<file path="config.mk">
export PLATFORM = sky130hd
export DESIGN_NAME = lif_neuron
export DESIGN_NICKNAME = d
export VERILOG_FILES = /design/src/rtl/lif_neuron.sv
export SDC_FILE = /design/constraint.sdc
export NUM_CORES = 1
export LEC_CHECK = 0
export CORE_MARGIN = 2
export CORE_UTILIZATION = 25
export DETAILED_ROUTE_END_ITERATION = 12
export PLACE_DENSITY = 0.48
export SETUP_SLACK_MARGIN = 0.2
export SYNTH_ARGS = -nofsm -noshare
export SYNTH_HDL_FRONTEND = slang
export SYNTH_SLANG_ARGS = --single-unit
export TNS_END_PERCENT = 30
</file>
<file path="constraint.sdc">
create_clock -name clk -period 3.1 [get_ports clk]
set_clock_uncertainty 0.05 [all_clocks]
set_input_delay 0.62 -clock clk [delete_from_list [all_inputs] [get_ports clk]]
set_output_delay 0.62 -clock clk [all_outputs]
set_load 0.01 [all_outputs]
</file>
<file path="src/rtl/lif_neuron.sv">
// Leaky integrate-and-fire neuron: integrates an 8-bit stimulus into a 12-bit
// membrane with shift-based leak, fires a spike and then holds off for a fixed refractory time.
module lif_neuron #(
   parameter int THRESHOLD     = 200,
   parameter int LEAK_SHIFT    = 3,
   parameter int REFRAC_CYCLES = 4
) (
   input  logic        clk,
   input  logic        reset,
   input  logic        in_valid,
   input  logic [7:0]  in_current,
   output logic        spike,
   output logic [11:0] membrane,
   output logic        refractory,
   output logic [7:0]  spike_count
);

   typedef enum logic {
      INTEGRATE  = 1'b0,
      REFRACTORY = 1'b1
   } state_t;

   localparam logic [12:0] THRESH_13   = 13'(THRESHOLD);
   localparam logic [12:0] MEM_MAX_13  = 13'd4095;
   localparam logic [7:0]  REFRAC_INIT = 8'(REFRAC_CYCLES);

   state_t      state_q, state_d;
   logic        spike_q, spike_d;
   logic [11:0] membrane_q, membrane_d;
   logic        refractory_q, refractory_d;
   logic [7:0]  spike_count_q, spike_count_d;
   logic [7:0]  refrac_cnt_q, refrac_cnt_d;

   logic [11:0] leak;
   logic [12:0] stim;
   logic [12:0] sum_raw;
   logic [11:0] sum_sat;
   logic        fire;

   // Sum is formed at 13 bits so that an overflow past 4095 can be clamped.
   always_comb begin
      leak    = membrane_q >> LEAK_SHIFT;
      stim    = in_valid ? {5'd0, in_current} : 13'd0;
      sum_raw = {1'b0, membrane_q} - {1'b0, leak} + stim;
      sum_sat = (sum_raw > MEM_MAX_13) ? 12'hFFF : sum_raw[11:0];
      fire    = ({1'b0, sum_sat} >= THRESH_13);
   end

   always_comb begin
      state_d       = state_q;
      spike_d       = 1'b0;
      membrane_d    = membrane_q;
      refractory_d  = refractory_q;
      spike_count_d = spike_count_q;
      refrac_cnt_d  = refrac_cnt_q;
      unique case (state_q)
         INTEGRATE: begin
            if (fire) begin
               spike_d       = 1'b1;
               membrane_d    = 12'd0;
               spike_count_d = spike_count_q + 8'd1;
               refrac_cnt_d  = REFRAC_INIT;
               refractory_d  = 1'b1;
               state_d       = REFRACTORY;
            end else begin
               membrane_d = sum_sat;
            end
         end
         REFRACTORY: begin
            membrane_d   = 12'd0;
            refrac_cnt_d = refrac_cnt_q - 8'd1;
            // A count of 0 cannot occur here; treat it like 1 so the FSM can never stick.
            if (refrac_cnt_q <= 8'd1) begin
               refrac_cnt_d = 8'd0;
               refractory_d = 1'b0;
               state_d      = INTEGRATE;
            end
         end
         default: begin
            state_d = INTEGRATE;
         end
      endcase
   end

   always_ff @(posedge clk or negedge reset) begin
      if (!reset) begin
         state_q       <= INTEGRATE;
         spike_q       <= 1'b0;
         membrane_q    <= 12'd0;
         refractory_q  <= 1'b0;
         spike_count_q <= 8'd0;
         refrac_cnt_q  <= 8'd0;
      end else begin
         state_q       <= state_d;
         spike_q       <= spike_d;
         membrane_q    <= membrane_d;
         refractory_q  <= refractory_d;
         spike_count_q <= spike_count_d;
         refrac_cnt_q  <= refrac_cnt_d;
      end
   end

   assign spike       = spike_q;
   assign membrane    = membrane_q;
   assign refractory  = refractory_q;
   assign spike_count = spike_count_q;

endmodule

</file>
# Word level (Yosys, flattened, before mapping)
# Index checks and enable logic that the tools add are counted.
dict set report op_classes {
  addsub 4
  order_cmp 3
  eq_ne 2
  n_mux 14
  n_bitwise 1
  reduce_logical 2
}
# cell n
set ops {}
lappend ops {{2-to-1 mux 12 bit} 2}
lappend ops {{2-to-1 mux 8 bit} 3}
lappend ops {{case mux 12 bit (2 select lines)} 1}
lappend ops {{case mux 8 bit (2 select lines)} 1}
lappend ops {{adder 13 x 8 -> 13 bit} 1}
lappend ops {{> comparator 13 x 12 -> 1 bit, second input constant} 1}
lappend ops {{subtractor 12 x 9 -> 13 bit} 1}
lappend ops {{>= comparator 12 x 8 -> 1 bit, second input constant} 1}
lappend ops {{adder 8 x 1 -> 8 bit, second input constant} 1}
lappend ops {{<= comparator 8 x 1 -> 1 bit, second input constant} 1}
lappend ops {{subtractor 8 x 1 -> 8 bit, second input constant} 1}
lappend ops {{2-to-1 mux 1 bit} 5}
lappend ops {{case mux 1 bit (2 select lines)} 2}
lappend ops {{AND reduction 2 bit} 2}
lappend ops {{inequality test 2 x 1 -> 1 bit, second input constant} 1}
lappend ops {{inequality test 2 bit, second input constant} 1}
lappend ops {{NOT 1 bit} 1}
dict set report totals {
  reg_bits 31
  inputBits 11
  output_inout_bits 22
  wordCells 32
}

# Longest topological paths before layout
dict set report depth {
  ltp_word 7
  ltp_mapped 14
  mapped_depth_nobuf 12
}

# Worst setup path after synthesis
# No wires, ideal clock.
dict set report synth_timing {
  path_type {input-to-reg}
  start {in in_valid}
  end {reg refrac_cnt_q[2]}
  setup_time_ns 0.131
  t_arrival_ns 3.728
  required_time_ns 2.919
  slack_ns -0.809
  stages 12
  path_buffers 1
  cell_sequence {clkbuf_1 nand2_1 fa_1 inv_1 fa_1 a21o_1 a221oi_4 and3_1 nor3_1 a2111oi_4 a21oi_2 or3_1}
}
dict set report synth_between {
  elab_chain_cells 6
}
# element line
set synth_rtl {}
lappend synth_rtl {{start, declared} 10} ;# input logic in_valid,
lappend synth_rtl {{2-to-1 mux 8 bit (*)} 43} ;# stim = in_valid ? {5'd0, in_current} : 13'd0;
lappend synth_rtl {{adder 13 x 8 -> 13 bit (*)} 44} ;# sum_raw = {1'b0, membrane_q} - {1'b0, leak} + stim;
lappend synth_rtl {{> comparator 13 x 12 -> 1 bit} 45} ;# sum_sat = (sum_raw > MEM_MAX_13) ? 12'hFFF : sum_raw[11:0];
lappend synth_rtl {{2-to-1 mux 12 bit (*)} 45}
lappend synth_rtl {{>= comparator 12 x 8 -> 1 bit (*)} 46} ;# fire = ({1'b0, sum_sat} >= THRESH_13);
lappend synth_rtl {{inequality test 2 bit (no line) (*)} -}
lappend synth_rtl {{end signal, assigned} 99} ;# refrac_cnt_q <= refrac_cnt_d;
lappend synth_rtl {{end, declared} 32} ;# logic [7:0] refrac_cnt_q, refrac_cnt_d;
# Mark *: on every way between the ends. The rest lies on a longest branch, timed or not.
# A chain may end at the register's enable or synchronous reset.

# Final worst setup path
dict set report layout_timing {
  start {in in_current[0]}
  end {reg spike_count_q[1], in the netlist spike_count[1]}
}
dict set report layout_between {
  elab_chain_cells 6
}
# element line
set layout_rtl {}
lappend layout_rtl {{start, declared} 11} ;# input logic [7:0] in_current,
lappend layout_rtl {{2-to-1 mux 8 bit (*)} 43}
lappend layout_rtl {{adder 13 x 8 -> 13 bit (*)} 44}
lappend layout_rtl {{> comparator 13 x 12 -> 1 bit} 45}
lappend layout_rtl {{2-to-1 mux 12 bit (*)} 45}
lappend layout_rtl {{>= comparator 12 x 8 -> 1 bit (*)} 46}
lappend layout_rtl {{AND reduction 2 bit (no line) (*)} -}
lappend layout_rtl {{end signal, assigned} 98} ;# spike_count_q <= spike_count_d;
lappend layout_rtl {{end, declared} 31} ;# logic [7:0] spike_count_q, spike_count_d;
# Marks and branches as above.

==> impl_results.md <==
- Worst stage delay on the critical path: 0.40 ns
- Largest net degree at the start of global routing: 32
- Die area: 0.00995 mm2
- Gr usage total: 0.131
- Final worst setup slack: -0.310 ns
- Min-Delay Startpoint: spike_count[7]
- Initial Util: 0.260
- Chip height: 99.8 um
- Outcome: finished with violations
- Placement Setup Slack: -0.995 ns
- Clock latency at the later pin of the worst-skew pair: 0.27 ns
- Worst reg2reg startpoint: membrane[7]
- # fillers: 828
- Final setup vio count: 27
- CTS tree: yes
- Peak VDD IR: 0.327 mV
- EDFF count, synth: 0
- Peak Freq: 293 MHz
- Critical path class: in2reg
- Top-area cell type share of the netlist area: 0.338
- Async SR Flop Fraction: 1.00
- RSZ-0062 raised after global routing: yes
- CTS clk-pin slew, worst paths: 0.06 ns
- Leakage power: 1.73 nW
- H-tree depth: 2
- I/O Buffers: 32
- Vias post-DR: 2100
- Post-synth top area cell: dfrtp_1
- Top cells by area, synth: dfrtp_1 34%, ha_1 9.3%, fa_1 7.0%
- Layout cells sized above 1: 0.428
- Rows: 34
- # IOs: 33
- Routed wire length: 6190 um
- Nets: 383
- Area of the mapped netlist: 0.00229 mm2
- Post-route ant nets: 0
- Number of diodes: 0
- Grt ovf: 0
- Max clock buf depth: 2
- CP required: 3.21 ns
- Slowest CP cell: fa_2
- Crit path max fanout: 4
- Max Cap Violations: 0
- Syn-to-layout area delta: 67.4%
- Clk sinks: 31
- First-pass GRT wire length: 10400 um
- DRT Pass-1 Iters: 4
- Mapped Cells: 249
- DR iter-0 viols: 70
- Yosys cell types: 48
- WL per Instance: 13.6 um
- Violations in the final reports: setup timing
- Sequential area share after synthesis: 0.338
- Initial antenna violation count: 0
- Synth Register Bits: 31
- Synth warnings: 0
- Tmin final: 3.41 ns
- Crit end category: flop
- Max Slew Vio Count: 0
- Post-Place Cells: 433
- Fin crit share: 1.10
- Non-Filler Instances: 456
- Top_reg_cell synth: dfrtp_1
- Placeable Area: 0.00881 mm2
- Crit path launch type: input pin
- Worst Hold Class: reg2reg
- DRC Markers: 0
- Syn_area_per_cell: 9.21 um2
- Power Density: 335 mW/mm2
- RD Place Congestion: 0.870
- Count leader, synth: inv_1
- Setup TNS: -6.42 ns
- Clock root cell: clkbuf_8
- Final hold viol count: 0
- Crit path cell chain: dlygate4sd2_1, nand2_2, ha_4, inv_2, ha_4, fa_2, a21o_4, a221oi_4, buf_4, buf_6, nand2_4, o31ai_4, a211oi_4, buf_6, a21oi_4, mux2_4
- Hpwl dp: 4540 um
- Start point of the critical path: in_current[0]
- Vias in the first global route: 2136
- Die width: 99.8 um
- Vias/cell: 4.61
- Synth cell count leaders: 40 x inv_1, 31 x dfrtp_1, 19 x nand2_1, 17 x ha_1, 16 x a21oi_1
- WP data arrival: 3.52 ns
- CTS Buf Count: 5
cell usage in the layout (no fill, tap or decap), types with 3 or more instances in the layout:
| cell type | netlist | routed |
|---|---|---|
| a21oi_1 | 16 | 6 |
| a21oi_2 | 1 | 6 |
| a21oi_4 | 0 | 5 |
| and3_1 | 5 | 3 |
| buf_4 | 0 | 50 |
| buf_6 | 0 | 11 |
| clkbuf_8 | 0 | 6 |
| clkdlybuf4s50_1 | 0 | 23 |
| conb_1 | 1 | 4 |
| dfrtp_1 | 31 | 30 |
| dlygate4sd2_1 | 0 | 7 |
| fa_1 | 8 | 7 |
| ha_1 | 17 | 8 |
| ha_4 | 0 | 9 |
| inv_1 | 40 | 32 |
| inv_2 | 0 | 8 |
| nand2_1 | 19 | 9 |
| nand2_2 | 0 | 4 |
| nand2_4 | 0 | 6 |
| nand3_1 | 8 | 7 |
| nor2_1 | 11 | 6 |
| nor2_2 | 0 | 5 |
| nor2b_1 | 3 | 3 |
| nor3_1 | 7 | 6 |
| o21ai_0 | 8 | 5 |
| o22ai_2 | 0 | 3 |
| xnor2_1 | 6 | 6 |
| xor2_1 | 9 | 9 |
metrics by stage:
step                power [W]   util  hold slack [ns]  area (um2)
finish                0.00129  0.436            0.436        3840
global route          0.00136  0.436            0.465        3840
CTS                   0.00124  0.412            0.434        3620
detailed placement   0.000761  0.362            0.418        3190
global placement     0.000762  0.362            0.437        3190
floorplan            0.000633      -            0.274        2430
cell type report:
| type | instances | area [um2] | share of cell area |
|---|---|---|---|
| inverters | 40 | 150 | 0.0391 |
| well taps | 108 | 135 | 0.0352 |
| repair buffers | 95 | 858 | 0.224 |
| clock inverters | 2 | 35.0 | 0.00913 |
| multi-input cells | 174 | 1800 | 0.469 |
| flip-flops and latches | 31 | 777 | 0.202 |
| clock buffers | 6 | 82.6 | 0.0215 |
final timing paths:
kind                             endpoint  slack (ns)  cells after the start
setup reg to reg           spike_count[1]       -0.29                     14
max in group asynchronous     membrane[7]        2.01                      2
hold reg to reg            spike_count[7]        0.44                      1
setup / recovery           spike_count[1]       -0.31                     16
hold / removal             spike_count[7]        0.44                      1
min in group asynchronous           spike        0.69                      2
worst max-delay path: cells and delay by family:
family,cells,cell delay [ns]
muxes,1,0.31
buffers and inverters,5,0.64
adders and majority gates,3,0.81
AOI/OAI and AO/OA,5,1.01
and+or+nand+nor,2,0.12
flip-flops by register name, summed over array words and instances (netlist names):
name,count
membrane,12
refrac_cnt_q,8
refractory,1
spike,1
spike_count,8
state_q,1
power breakdown:
part           switching (W)  internal (W)  total, W  leakage, nW
registers         0.00000301      0.000407  0.000410        0.365
logic               0.000232      0.000242  0.000474         1.30
clock network       0.000143      0.000260  0.000403       0.0612
repair_timing:
action | 4_1_cts | 5_1_grt
gates resized for setup | 65 | 42
hold buffers | 0 | 0
setup endpoints to repair | 27 | 27
cloned | 1 | 0
setup buffers | 10 | 4
pin swaps | 32 | 34
per-layer routing:
| metal | vias up | part of all wire | GRT usage |
|---|---|---|---|
| met5 | - | 0 | 0 |
| met4 | 0 | 0.021 | 0.0474 |
| met3 | 8 | 0.021 | 0.0211 |
| met1 | 1018 | 0.45 | 0.167 |
| met2 | 30 | 0.51 | 0.224 |
| li1 | 1044 | - | - |
kinds of logic (layout without fill, tap and decap cells):
group           Yosys count  count (layout)  synth area share
flops                    31              31             0.338
other cells               1               4           0.00164
buf+inv                  47             143            0.0786
mux                       4               4            0.0186
fa+ha+maj                25              25             0.163
simple gates             68              68             0.151
compound gates           58              58             0.192
xor+xnor                 15              15            0.0573
No activity file was read; power rests on OpenSTA's default activity.
==> variant 1: new RTL, same settings <==
Put one more register stage on the output `membrane`, with the module's reset. The value now appears one clock later. The other outputs are not delayed to match.
--- a/src/rtl/lif_neuron.sv
+++ b/src/rtl/lif_neuron.sv
@@ -103,3 +103,9 @@
    assign spike       = spike_q;
-   assign membrane    = membrane_q;
+   always_ff @(posedge clk or negedge reset) begin
+      if (!reset) begin
+         membrane <= '0;
+      end else begin
+         membrane <= membrane_q;
+      end
+   end
    assign refractory  = refractory_q;
Behaviour: not the same (a bounded check fails within 4 cycles, from zero or initial values and one cycle with reset low).
==> variant 1 against the unedited design <==
  * The flow still finishes with violations (negative setup slack)
  * Area after synthesis rose by 19%
  * Design area increased by 5.2%
  * Global-route usage fell by 1.2 points
  * Register-to-register slack lost 0.13 ns
  * Routed wire length increased by 5.3%
  * Total power increased by 10%
  * Setup slack got worse by 0.22 ns
  * Sequential cell count increased by 12
  * Largest power group is now sequential cells
==> variant 1: results (changes against the unedited design) <==
| Metric | Value |
|---|---|
| Outcome | complete, but fails checks (unchanged) |
| Failing checks | negative setup slack (unchanged) |
| Standard cell with the maximum stage delay on the critical path | fa_1 (was fa_2) |
| Fraction of layout cells with a size suffix above 1 | 0.3407 (was 0.4282) |
| Global-route wire length before repair | 11.13 mm (was 10.45 mm) |
| Post-Route Hold Slack | 0.3937 ns (was 0.4364 ns) |
| Endpoint arrival time on the critical path | 3.77 ns (was 3.52 ns) |
| Post-synthesis adder-cell area fraction | 0.1362 (was 0.1627) |
| Leading cell types by count after synthesis | 43 x dfrtp_1, 35 x inv_1, 17 x ha_1, 17 x nand2_1, 16 x nor2_1 (was 40 x inv_1, 31 x dfrtp_1, 19 x nand2_1) |
| Synthesized instance count | 275 (was 249) |
| RR Startpoint | membrane_q[7] (was membrane[7]) |
| Non-filler cells in the finished layout | 504 (was 456) |
| Fraction of the mapped netlist area in compound gates | 0.1664 (was 0.1921) |
| Inst Count DP | 481 (was 433) |
| Leak Pwr | 1.804 nW (was 1.730 nW) |
| IR drop worst, VDD | 0.1456 mV (was 0.3275 mV) |
| XOR/XNOR share of the synthesized area | 0.06079 (was 0.05731) |
| Largest net degree at the start of global routing | 44 (was 32) |
| Clock transition at the register clock pins on the worst setup and hold paths after CTS | 0.09 ns (was 0.06 ns) |
| Min-Delay Path Depth | 0 (was 1) |
| Detail-routed via count per cell | 4.480 (was 4.605) |
| Mux share of post-synthesis cell area | 0.01554 (was 0.01856) |
| Overall fraction of global-route tracks in use | 0.1188 (was 0.1308) |
| Largest cells by area after synthesis | dfrtp_1 39%, ha_1 7.8%, fa_1 5.9% (was dfrtp_1 34%, ha_1 9.3%, fa_1 7.0%) |
| Unique masters post-synth | 59 (was 48) |
| Number of enable-type register cells in the synthesized netlist | 0 (unchanged) |
| Fin worst setup slack | -0.5348 ns (was -0.3101 ns) |
| Number of nets in the layout | 399 (was 383) |
| Finish-stage setup viols | 27 (unchanged) |
| Slowest Stage Delay on Critical Path | 0.55 ns (was 0.40 ns) |
| Origin of the worst setup path | in_valid (was in_current[0]) |
| Worst hold start | membrane_q[0] (was spike_count[7]) |
| Yosys warning count | 0 (unchanged) |
| Number of DRC violations after detailed-routing iteration 0 | 75 (was 70) |
| Worst-path fanout max | 5 (was 4) |
| Number of global-route vias before repair | 2354 (was 2136) |
| Routability cong. | 0.7831 (was 0.8701) |
| Transition time at the pin with the least slew margin | 0.9716 ns |
| Sum of net half-perimeters after detailed placement | 4.803 mm (was 4.536 mm) |
| Seq/Total Area, Yosys | 0.3931 (was 0.3384) |
| Worst-case clock buffer depth | 2 (unchanged) |
| Sink of the worst hold path | membrane[0] (was spike_count[7]) |
| Per-cell routed wire length | 12.93 microns (was 13.57 microns) |
| Count of TritonRoute iterations in the first routing pass | 6 (was 4) |
| Clock latency of the later-clocked register in the worst-skew pair | 0.30 ns (was 0.27 ns) |
| Fill cell instance count of the final layout | 1106 (was 828) |
| R2r setup slk | -0.42 ns (was -0.29 ns) |
==> variant 1: cell types whose count changed after synthesis, moves of 6 or more <==
| cell | delta |
|---|---|
| xnor2_1 | +6 |
| a21oi_1 | -8 |
| a21oi_2 | +8 |
| nand4_1 | +7 |
| dfrtp_1 | +12 |
==> variant 1: logic make-up after synthesis <==
| logic type | after synthesis |
|---|---|
| XOR/XNOR | 19 |
| adder cells (fa/ha/maj) | 25 |
| buffers and inverters | 49 |
| AO/OA/AOI/OAI | 60 |
| flip-flops | 43 |
| other | 1 |
| AND/OR/NAND/NOR | 74 |
| multiplexers | 4 |
==> variant 1: how the worst max path moves through the flow <==
| stage | end | slack (ns) | cells after the start |
|---|---|---|---|
| after detailed placement | spike_count[1] | -1.27 | 15 |
| final | spike_count[1] | -0.53 | 17 |
| after floorplan | refrac_cnt_q[6] | -0.62 | 18 |
| after global routing | spike_count[7] | -0.63 | 18 |
| after global placement | spike_count[7] | -1.27 | 15 |
| after CTS | spike_count[1] | -0.53 | 16 |
==> variant 1: layout make-up <==
type	count	share of cell area
Clock buffer	5	0.01705
Clock inverter	3	0.01085
Inverter	35	0.03255
Multi-Input combinational cell	186	0.4234
Sequential cell	43	0.2666
Tap cell	140	0.04340
Timing Repair Buffer	92	0.2061
==> variant 1: per-stage QoR <==
stage	worst slack (ns)	total power, mW	util	TNS, ns	area [sq um]
after floorplan	-0.6188	0.7987	-	-12.17	2840
after global placement	-1.269	0.9075	0.3303	-31.73	3550
after detailed placement	-1.272	0.9072	0.3303	-31.72	3550
after CTS	-0.5338	1.399	0.3623	-12.85	3892
after global routing	-0.6260	1.499	0.3756	-15.27	4036
final	-0.5348	1.419	0.3756	-12.59	4036
==> variant 1: routing by layer <==
metal  wire length, microns  GRT usage  vias up
li1                       -          -     1114
met1                   2835     0.1412     1112
met2                   3443     0.2219       28
met3                    178    0.01853        4
met4                     57    0.03022        0
met5                      0          0        -
==> variant 1: power by group <==
part           internal (mW)  total [mW]  switching (mW)
Clock                  0.240       0.449           0.208
Sequential             0.566       0.569         0.00317
Combinational          0.210       0.402           0.192
==> variant 1: worst max-delay path: cells and delay by family <==
family / cells / cell delay (ns)
fa+ha+maj: 2 / 0.80
simple gates: 4 / 0.41
mux: 1 / 0.30
buf+inv: 6 / 0.56
compound gates: 4 / 1.06
==> variant 1: timing repair <==
action,in CTS,in global routing
hold buffers,0,0
setup buffers,10,5
resized for setup,46,21
setup endpoints to repair,27,27
gates cloned,0,0
pin swaps,20,21
==> variant 2: new RTL, same flow settings <==
Made on the original files. Change the parameter `THRESHOLD` from 200 to 150.
--- a/src/rtl/lif_neuron.sv
+++ b/src/rtl/lif_neuron.sv
@@ -3,3 +3,3 @@
 module lif_neuron #(
-   parameter int THRESHOLD     = 200,
+   parameter int THRESHOLD     = 150,
    parameter int LEAK_SHIFT    = 3,
Formal check against the unedited RTL: not equivalent (Yosys sat finds a counterexample within 4 cycles, from zero or initial values and one cycle with reset low).
==> variant 2 against the unedited design <==
  * Synthesized cell count shrank 1.6%
  * Area after synthesis shrank 3.3%
  * Largest power group is now sequential cells
  * Total power shrank 15%
  * Setup slack gained 0.0042 ns
  * Sequential cell count is the same
  * Design area shrank 8.9%
  * Routed wire length shrank 6.1%
  * Count of clock-buffer cells in the layout is the same
  * The run still ends with negative setup slack left
==> variant 2: results (changes against the unedited design) <==
| Metric | Value |
|---|---|
| Outcome | complete, but fails checks (unchanged) |
| Failing checks | negative setup slack (unchanged) |
| Synth Flop Type | dfrtp_1 (unchanged) |
| Count of TritonRoute iterations in the first routing pass | 4 (unchanged) |
| Worst reg2reg endpoint | refrac_cnt_q[2] (was spike_count[1]) |
| Seq/Total Area, Yosys | 0.3501 (was 0.3384) |
| Fraction of layout cells with a size suffix above 1 | 0.3757 (was 0.4282) |
| Number of H-tree levels | 2 (unchanged) |
| Fin worst setup slack | -0.3059 ns (was -0.3101 ns) |
| Finish-stage setup viols | 27 (unchanged) |
| Quantity of I/O buffers inserted on ports | 32 (unchanged) |
| GR Util met1 | 0.1582 (was 0.1665) |
| Overall fraction of global-route tracks in use | 0.1281 (was 0.1308) |
| Post-detailed-routing wire length | 5.811 mm (was 6.186 mm) |
| Number of global-route vias before repair | 2157 (was 2136) |
| R2R cell count | 13 (was 14) |
| Clock transition at the register clock pins on the worst setup and hold paths after CTS | 0.07 ns |
| R2r setup slk | -0.22 ns (was -0.29 ns) |
| Number of DRC violations after detailed-routing iteration 0 | 70 (unchanged) |
| RR Startpoint | membrane[7] (unchanged) |
| Min-Delay Path Depth | 1 (unchanged) |
| Number of buffers created by CTS | 5 (unchanged) |
| Leading cell types by count after synthesis | 37 x inv_1, 31 x dfrtp_1, 21 x nand2_1 (was 40 x inv_1, 31 x dfrtp_1, 19 x nand2_1) |
| Number of nets in the layout | 374 (was 383) |
| Post-Route Setup TNS | -4.691 ns (was -6.425 ns) |
| Met2 global-route usage | 0.2292 (was 0.2240) |
| Leak Pwr | 1.599 nW (was 1.730 nW) |
| Number of flip-flops in the largest register | 12 (unchanged) |
| Routability cong. | 0.7953 (was 0.8701) |
| Worst hold start | spike_count[7] (unchanged) |
| Unique masters post-synth | 47 (was 48) |
| IR drop worst, VDD | 0.1521 mV (was 0.3275 mV) |
| Standard cell with the maximum stage delay on the critical path | fa_1 (was fa_2) |
| Detail-routed via count per cell | 4.652 (was 4.605) |
| Largest cells by area after synthesis | dfrtp_1 35%, ha_1 9.6%, fa_1 7.2% (was dfrtp_1 34%, ha_1 9.3%, fa_1 7.0%) |
| Sum of net half-perimeters after detailed placement | 4.266 mm (was 4.536 mm) |
| Worst setup slack before clock tree synthesis | -1.149 ns (was -0.9950 ns) |
| Largest net degree at the start of global routing | 32 (unchanged) |
| Clock latency of the later-clocked register in the worst-skew pair | 0.28 ns |
| Global-route wire length before repair | 10.15 mm (was 10.45 mm) |
| Met3 Usage GRT | 0.02291 (was 0.02108) |
| Slowest Stage Delay on Critical Path | 0.49 ns (was 0.40 ns) |
| Endpoint arrival time on the critical path | 3.53 ns (was 3.52 ns) |
| Yosys warning count | 0 (unchanged) |
| Worst-case clock buffer depth | 2 (unchanged) |
| Worst-path fanout max | 8 (was 4) |
[variant 2: metal layers]
| layer | part of all wire | routed length (microns) |
|---|---|---|
| met5 | 0 | 0 |
| met4 | 0.019 | 109 |
| met3 | 0.038 | 219 |
| met2 | 0.51 | 2941 |
| met1 | 0.44 | 2541 |
[variant 2: layout make-up]
type	count	area, sq um
fill	882	5181
multi-input combinational	175	1588
timing repair buffer	88	772.0
clock buffer	6	82.58
clock inverter	1	5.005
tap	108	135.1
inverter	37	138.9
sequential	31	775.7
[variant 2: worst max-delay path by stage]
stage / end / startpoint / depth (start not counted)
floorplan: refrac_cnt_q[3] / in_valid / 15
global placement: refrac_cnt_q[1] / in_valid / 15
detailed placement: refrac_cnt_q[1] / in_valid / 15
CTS: refrac_cnt_q[2] / in_valid / 15
global route: refrac_cnt_q[2] / in_valid / 15
finish: refrac_cnt_q[2] / in_valid / 15
[variant 2: what timing repair did]
action                                  in CTS  in global routing
gates cloned                                 1                  0
endpoints found under the setup margin      27                 27
resized for setup                           63                 13
pin swaps                                   40                  9
buffers inserted                            12                  2
[variant 2: metrics by stage]
| stage | util | cells | area (sq um) | hold WS [ns] |
|---|---|---|---|---|
| after global routing | 0.4030 | 446 | 3497 | 0.4580 |
| after CTS | 0.3968 | 444 | 3443 | 0.4316 |
| after detailed placement | 0.3532 | 424 | 3065 | 0.4156 |
| final | 0.4030 | 446 | 3497 | 0.4297 |
| after global placement | 0.3532 | 424 | 3065 | 0.4136 |
| after floorplan | - | 248 | 2337 | 0.2744 |
[variant 2: critical path, delay by kind of cell]
| family | cells | cell delay [ns] |
|---|---|---|
| compound gates | 6 | 1.36 |
| simple gates | 3 | 0.46 |
| fa+ha+maj | 2 | 0.71 |
| buf+inv | 4 | 0.37 |
[variant 2: power breakdown]
part	leakage, nW	internal (mW)	switching, mW	total [mW]
clock network	0.0470	0.174	0.147	0.321
registers	0.388	0.407	0.00196	0.409
logic	1.16	0.183	0.185	0.368
[variant 2: kinds of logic after synthesis]
family,share of synthesized area
other cells,0.001692
xor+xnor,0.04743
compound gates,0.1711
fa+ha+maj,0.1683
simple gates,0.1688
flops,0.3501
mux,0.01412
buf+inv,0.07848
